<file path="src/rtl/memory_stage.sv">
// Memory stage of the five-stage RV32I pipeline: issues registered load/store
// requests, formats load data, and owns the M/W pipeline register.
module memory_stage #(
    parameter int D_WIDTH = 32,
    parameter int A_WIDTH = 5
) (
    input  logic               clk,
    input  logic               rst_n,
    input  logic               RegWriteM,
    input  logic [1:0]         ResultSrcM,
    input  logic               MemWriteM,
    input  logic               ATypeM,
    input  logic [D_WIDTH-1:0] ALUResultM,
    input  logic [D_WIDTH-1:0] WriteDataM,
    input  logic [A_WIDTH-1:0] RdM,
    input  logic [D_WIDTH-1:0] PCplus4M,
    output logic               StallM,
    output logic               RegWriteW,
    output logic [1:0]         ResultSrcW,
    output logic [D_WIDTH-1:0] ALUResultW,
    output logic [D_WIDTH-1:0] ReadDataW,
    output logic [A_WIDTH-1:0] RdW,
    output logic [D_WIDTH-1:0] PCplus4W,
    output logic               mem_req,
    output logic               mem_we,
    output logic [D_WIDTH-1:0] mem_addr,
    output logic [3:0]         mem_be,
    output logic [D_WIDTH-1:0] mem_wdata,
    input  logic [D_WIDTH-1:0] mem_rdata,
    input  logic               mem_ack
);

    localparam logic [0:0] IDLE = 1'b0;
    localparam logic [0:0] BUSY = 1'b1;

    logic [0:0]         state;
    logic               memop;
    logic               ack_done;
    logic               w_take;
    logic [1:0]         result_src;
    logic [D_WIDTH-1:0] load_data;

    assign memop    = MemWriteM | (ResultSrcM == 2'b01);
    assign ack_done = (state == BUSY) && mem_ack;
    assign StallM   = memop && !ack_done;
    assign w_take   = ((state == IDLE) && !memop) || ack_done;

    // Reserved encoding 11 retires as an ALU result.
    assign result_src = (ResultSrcM == 2'b11) ? 2'b00 : ResultSrcM;

    // Byte lane comes from the registered address, not the live ALU result.
    // NOTE: every always_comb output gets a default first so no latch is inferred.
    always_comb begin
        load_data = mem_rdata;
        if (ATypeM) begin
            case (mem_addr[1:0])
                2'd0:    load_data = {{(D_WIDTH-8){1'b0}}, mem_rdata[7:0]};
                2'd1:    load_data = {{(D_WIDTH-8){1'b0}}, mem_rdata[15:8]};
                2'd2:    load_data = {{(D_WIDTH-8){1'b0}}, mem_rdata[23:16]};
                default: load_data = {{(D_WIDTH-8){1'b0}}, mem_rdata[31:24]};
            endcase
        end
    end

    // NOTE: sequential state uses non-blocking assignments so all flops update together.
    always_ff @(posedge clk or negedge rst_n) begin
        if (!rst_n) begin
            state     <= IDLE;
            mem_req   <= 1'b0;
            mem_we    <= 1'b0;
            mem_addr  <= '0;
            mem_be    <= '0;
            mem_wdata <= '0;
        end else begin
            case (state)
                IDLE: begin
                    if (memop) begin
                        state   <= BUSY;
                        mem_req <= 1'b1;
                        mem_we  <= MemWriteM;
                        if (ATypeM) begin
                            mem_addr  <= ALUResultM;
                            mem_be    <= 4'b0001 << ALUResultM[1:0];
                            mem_wdata <= {(D_WIDTH/8){WriteDataM[7:0]}};
                        end else begin
                            mem_addr  <= {ALUResultM[D_WIDTH-1:2], 2'b00};
                            mem_be    <= 4'b1111;
                            mem_wdata <= WriteDataM;
                        end
                    end
                end
                default: begin
                    if (mem_ack) begin
                        state   <= IDLE;
                        mem_req <= 1'b0;
                    end
                end
            endcase
        end
    end

    // W register: M fields when an instruction retires, otherwise a bubble.
    always_ff @(posedge clk or negedge rst_n) begin
        if (!rst_n) begin
            RegWriteW  <= 1'b0;
            ResultSrcW <= 2'b00;
            ALUResultW <= '0;
            ReadDataW  <= '0;
            RdW        <= '0;
            PCplus4W   <= '0;
        end else if (w_take) begin
            RegWriteW  <= RegWriteM;
            ResultSrcW <= result_src;
            ALUResultW <= ALUResultM;
            ReadDataW  <= (ack_done && !MemWriteM) ? load_data : '0;
            RdW        <= RdM;
            PCplus4W   <= PCplus4M;
        end else begin
            RegWriteW  <= 1'b0;
            ResultSrcW <= 2'b00;
            ALUResultW <= '0;
            ReadDataW  <= '0;
            RdW        <= '0;
            PCplus4W   <= '0;
        end
    end

endmodule

</file>
<file path="config.mk">
export PLATFORM = sky130hd
export DESIGN_NAME = memory_stage
export DESIGN_NICKNAME = d
export VERILOG_FILES = /design/src/rtl/memory_stage.sv
export SDC_FILE = /design/constraint.sdc
export NUM_CORES = 1
export LEC_CHECK = 0
export CORE_MARGIN = 1
export CORE_UTILIZATION = 41
export DETAILED_ROUTE_END_ITERATION = 6
export MAX_ROUTING_LAYER = met4
export PLACE_DENSITY = 0.83
export REMOVE_ABC_BUFFERS = 1
export SLEW_MARGIN = 20
export SYNTH_ARGS = -nofsm -noshare
export SYNTH_HDL_FRONTEND = slang
export SYNTH_SLANG_ARGS = --single-unit
</file>
<file path="constraint.sdc">
create_clock -name clk -period 1.8 [get_ports clk]
set_clock_uncertainty 0.15 [all_clocks]
set_input_delay 0.27 -clock clk [delete_from_list [all_inputs] [get_ports clk]]
set_output_delay 0.27 -clock clk [all_outputs]
set_load 0.1 [all_outputs]
</file>
==> results.py <==
metrics = {
    "timing": {
        "fmax_mhz": 575,
        "tightest_slew_ps": 667,
        "layout_min_cycle_time_ps": 1740,
        "setup_viol": 0,
        "finalMaxSlewViolations": 0,
        "relSlewSlack_pct": 55.3,
        "finalCritPeriodShare_pct": 96.6,
        "fin_setup_tns_ps": 0,
        "hold_ws_ps": 122,
        "final_hold_viol_count": 0,
        "setup_slack_ps": 61.1,
        "grt_setup_unrepaired": "no",
    },
    "status": {
        "status": "completed",
    },
    "clock_network": {
        "clockBufferDepth": 2,
        "clk_pin_slew_worst_paths_ps": 70,
        "cts_buffers": 17,
        "cts_sinks": 175,
        "cts_tree": "yes",
        "insertion_delay_ps": 410,
        "htreeDepth": 4,
        "cts-root-buf": "clkbuf_16",
    },
    "routing": {
        "met3_length_um": 1860,
        "wire_per_inst_um": 19.7,
        "num_vias": 4866,
        "highest_layer": "met4",
        "vias_per_cell": 4.80,
        "postRouteAntennaNets": 0,
        "wirelength_um": 20000,
        "dr.first_iter.drc_count": 232,
        "drc": 0,
        "wl_met2_um": 10700,
        "dr.pass1.iters": 4,
        "wl_met1_um": 6670,
    },
    "floorplanning": {
        "fp.dieH_um": 128,
        "ioPinCount": 316,
        "placementRows": 45,
        "core_um2": 15400,
        "die_x_um": 128,
        "start_util_pct": 42.5,
        "die-area_um2": 16500,
    },
    "global_routing": {
        "grt_usage_pct": 26.4,
        "grt_overflow": 0,
        "antenna_found_initial": 0,
        "grt_max_degree": 77,
        "grt_pass1_wl_um": 31000,
        "grt_pass1_vias": 5543,
    },
    "final_layout": {
        "area_growth_pct": 90.4,
        "final_cell_mix": "buf_12, dfrtp_1, clkdlybuf4s50_1",
        "num_antenna_cells": 0,
        "fin_util_pct": 81.0,
        "layout_commonest_cell": "buf_12",
        "nNetsFinal": 931,
        "drive_gt1_share_pct": 38.9,
        "final_cells": 1014,
    },
    "synthesis": {
        "ys.warnings.count": 0,
        "synth_xor_area_share_pct": 0,
        "synthDistinctLibCells": 27,
        "netlist_area_um2": 6560,
        "synth-simple-area-share_pct": 10.3,
        "synth-compound-area-share_pct": 4.04,
        "seq_area_frac_synth_pct": 66.8,
        "synth-adder-area-share_pct": 0,
        "syn-instance-count": 455,
        "synth.mux.area_fraction_pct": 14.8,
        "avgSynthCellArea_um2": 14.4,
        "synth_top_family_by_area": "multiplexers",
        "ys_ff_latch": 175,
    },
    "critical_path": {
        "cp.required_ps": 1380,
        "crit_path_end_kind": "output port",
        "critPathLaunchType": "flop",
        "crit_path_cell_trace": "nand2_4 -> o21a_1 -> buf_12",
        "setup.worst_path.class": "reg -> out",
        "crit_buf_inv": 1,
        "critPathMaxFanout": 5,
        "cp.arrival_ps": 1320,
        "slowest_stage": "dfrtp_2",
        "cpPeakStageDelay_ps": 430,
        "crit_family": "flip-flops",
    },
    "power": {
        "powerDensity_nw_per_um2": 1400,
        "vdd_drop_max_v": 0.00103,
        "leakagePower_nw": 5.69,
    },
    "min_path": {
        "hp-class": "in -> reg",
    },
    "place": {
        "place_inst": 979,
        "io_buffer_count": 315,
        "place_congestion": 0.848,
        "dp_hpwl_um": 14700,
        "dp_slack_ps": -237,
    },
    "job": {
        "maxCapViolations": 0,
    },
}
## per-layer routing
layer,global-route usage (%),vias to the layer above
li1,-,2157
met1,26.5,2402
met4,12.1,0
met3,8.94,54
met2,46.2,253
met5,-,-
## registers in the layout, indices dropped and copies added, names as in the netlist, 2 cells and up
register and cells:
mem_wdata 32, PCplus4W 32, ResultSrcW 2, ReadDataW 32, mem_addr 32, ALUResultW 32
RdW 5, mem_be 4
## final cells by class
cell class / instances / area (um^2)
Fill cell: 770 / 2940
Sequential cell: 175 / 4380
Tap cell: 211 / 264
Clock buffer: 19 / 453
Clock inverter: 13 / 174
Multi-Input combinational cell: 227 / 1930
Timing Repair Buffer: 339 / 5180
Inverter: 30 / 113
## path summary, 6_finish.rpt
check                                   start       endpoint  slack [ps]  depth (start not counted)
min in group asynchronous               rst_n   mem_addr[12]         230                          3
worst min register to register  mem_wdata[31]  mem_wdata[31]         420                          1
worst max-delay path                    state         StallM          60                          3
max in group asynchronous               rst_n    mem_addr[1]         860                          3
worst min-delay path            ResultSrcM[0]  ResultSrcW[1]         120                          3
worst max register to register    mem_addr[0]   ReadDataW[5]         170                          3
## report_power, final
group / switching [W] / leakage [nW] / total (W) / internal, W
combinational: 0.00530 / 3.16 / 0.00843 / 0.00313
sequential: 0.000629 / 2.22 / 0.00515 / 0.00452
clock: 0.00163 / 0.303 / 0.00392 / 0.00229
total: 0.00756 / 5.69 / 0.0175 / 0.00994
## worst min-delay path: stages
cell,delay [ps]
dlygate4sd2_1,230
buf_4,120
nor3b_2,30
## metrics by stage
| step | cell area [um^2] | power (W) |
|---|---|---|
| floorplan | 6400 | 0.00994 |
| finish | 12500 | 0.0175 |
| global route | 12500 | 0.0180 |
| global placement | 11800 | 0.0135 |
| detailed placement | 11800 | 0.0137 |
| CTS | 12500 | 0.0176 |
## Yosys cell counts
cell type,n,area [um^2]
dfrtp_1,175,4380
nor2_1,2,7.51
mux2i_1,2,20.0
buf_1,1,3.75
buf_2,3,15.0
buf_4,1,7.51
nor2b_2,1,8.76
nor2b_1,1,6.26
o21bai_4,1,18.8
nor3b_2,2,25.0
mux2_4,5,75.1
inv_1,30,113
clkbuf_8,3,41.3
clkbuf_1,10,37.5
buf_6,4,45.0
mux2_2,59,664
a22o_1,8,70.1
nand2_1,11,41.3
mux2_1,3,33.8
o21ai_0,28,140
o31ai_4,1,21.3
clkbuf_2,1,5.00
o21a_1,1,7.51
mux4_2,8,180
and2_1,92,576
nor3_2,1,10.0
a21boi_0,1,7.51
## what timing repair did
item | in CTS | in global routing
setup buffers | 1 | 1
hold buffers | 1 | 0
hold endpoints to repair | 175 | 0
endpoints found under the setup margin | 2 | 1
pin swaps | 2 | 0
resized for setup | 6 | 3
## kinds of logic after synthesis
logic type | after synthesis
compound gates | 40
buf+inv | 53
flops | 175
mux | 77
simple gates | 110
No activity file was read; power rests on OpenSTA's default activity.
==> variant (same flow settings) <==
Set the parameter `A_WIDTH` to 7 (it was 5).
--- a/src/rtl/memory_stage.sv
+++ b/src/rtl/memory_stage.sv
@@ -2,7 +2,7 @@
 // requests, formats load data, and owns the M/W pipeline register.
 module memory_stage #(
     parameter int D_WIDTH = 32,
-    parameter int A_WIDTH = 5
+    parameter int A_WIDTH = 7
 ) (
     input  logic               clk,
     input  logic               rst_n,
Ports: changed (resized RdM and RdW); port bits go from 316 to 320. No check against the original RTL was run, so the function may have changed too.
==> variant against the original RTL <==
  * Final area grew 3.1%
  * Power grew 1.2%
  * Clock power shrank 6.9%
  * First-iteration DRC count shrank 19%
  * Fmax grew 0.35%
  * Routed wire length grew 3.7%
  * Critical path type unchanged
  * Sequential cell count grew 2
  * Global-route usage shrank 0.47 points
  * Synthesized area grew 4.2%
  * Worst setup slack gained 0.0061 ns
==> variant: results <==
set metrics [dict create \
    outcome "completed" \
    grt_max_degree 71 \
    route.met3.wl_um 1040 \
    met3_usage_pct 5.44 \
    dp_cells 994 \
    wl_per_cell_um 20.1 \
    ys_top_cells_by_area "dfrtp_1, mux2_4, and2_1" \
    drtIter0Drc 188 \
    grtUsageTotal_pct 25.9 \
    grt_pass1_wl_um 32800 \
    p_leak_uw 0.00605 \
    dp_hpwl_um 15300 \
    cts_repair_resize_count 3 \
    drive_gt1_share_pct 38.8 \
    fin_nets 944 \
    drt_wl_total_um 20700 \
    yosys-top-cells-count "dfrtp_1, and2_1, mux2_4, inv_1, o21ai_0" \
    grtUsageMet2_pct 46.2 \
    dpl_cell_area_mm2 0.0122 \
    ir_worst_vdd_v 0.00102 \
    vias 4901 \
    critPathMaxFanout 6 \
    port_buffers 319 \
    grt_pass1_vias 5667 \
    synth_cell_type_count 23 \
    ys_seq_area_share_pct 64.8 \
    worst_pin_slew_ns 0.390 \
]
## variant: cell types whose count changed after synthesis, moves of 2 or more
cell / before / now
mux2_4: 5 / 67
mux2_2: 59 / 0
buf_6: 4 / 7
clkbuf_8: 3 / 0
mux2_1: 3 / 0
and2_1: 92 / 94
clkbuf_1: 10 / 12
dfrtp_1: 175 / 177
## variant: power by group through the flow
| stage | Clock, µW | Combinational [µW] | Sequential [µW] |
|---|---|---|---|
| after floorplan | 0 | 1080 | 9250 |
| after global placement | 0 | 8680 | 5290 |
| after detailed placement | 0 | 8800 | 5310 |
| after CTS | 3700 | 8830 | 5280 |
| after global routing | 3890 | 8980 | 5320 |
| final | 3650 | 8790 | 5270 |
## variant: path summary, 6_finish.rpt
path / start / depth (start not counted) / slack, ns / to
worst min register to register: mem_addr[15] / 1 / 0.43 / mem_addr[15]
max in group asynchronous: rst_n / 3 / 0.66 / PCplus4W[24]
worst max register to register: state / 5 / 0.15 / mem_addr[3]
worst min-delay path: ResultSrcM[1] / 2 / 0.09 / ResultSrcW[1]
min in group asynchronous: rst_n / 2 / 0.20 / ALUResultW[13]
worst max-delay path: state / 3 / 0.07 / StallM
## variant: logic make-up (layout without fill, tap and decap cells)
group / count (synthesis) / count (layout) / share of synthesized area [%]
DFF: 177 / 177 / 64.8
and+or+nand+nor: 112 / 112 / 9.97
muxes: 77 / 77 / 17.6
buffers and inverters: 53 / 408 / 3.73
AOI/OAI and AO/OA: 40 / 40 / 3.88
## variant: final cells by class
| class | instances | area (µm²) |
|---|---|---|
| flip-flops and latches | 177 | 4430 |
| multi-input cells | 229 | 2170 |
| clock inverters | 12 | 134 |
| repair buffers | 346 | 5320 |
| clock buffers | 20 | 447 |
| well taps | 216 | 270 |
| fillers | 798 | 3170 |
| inverters | 30 | 113 |
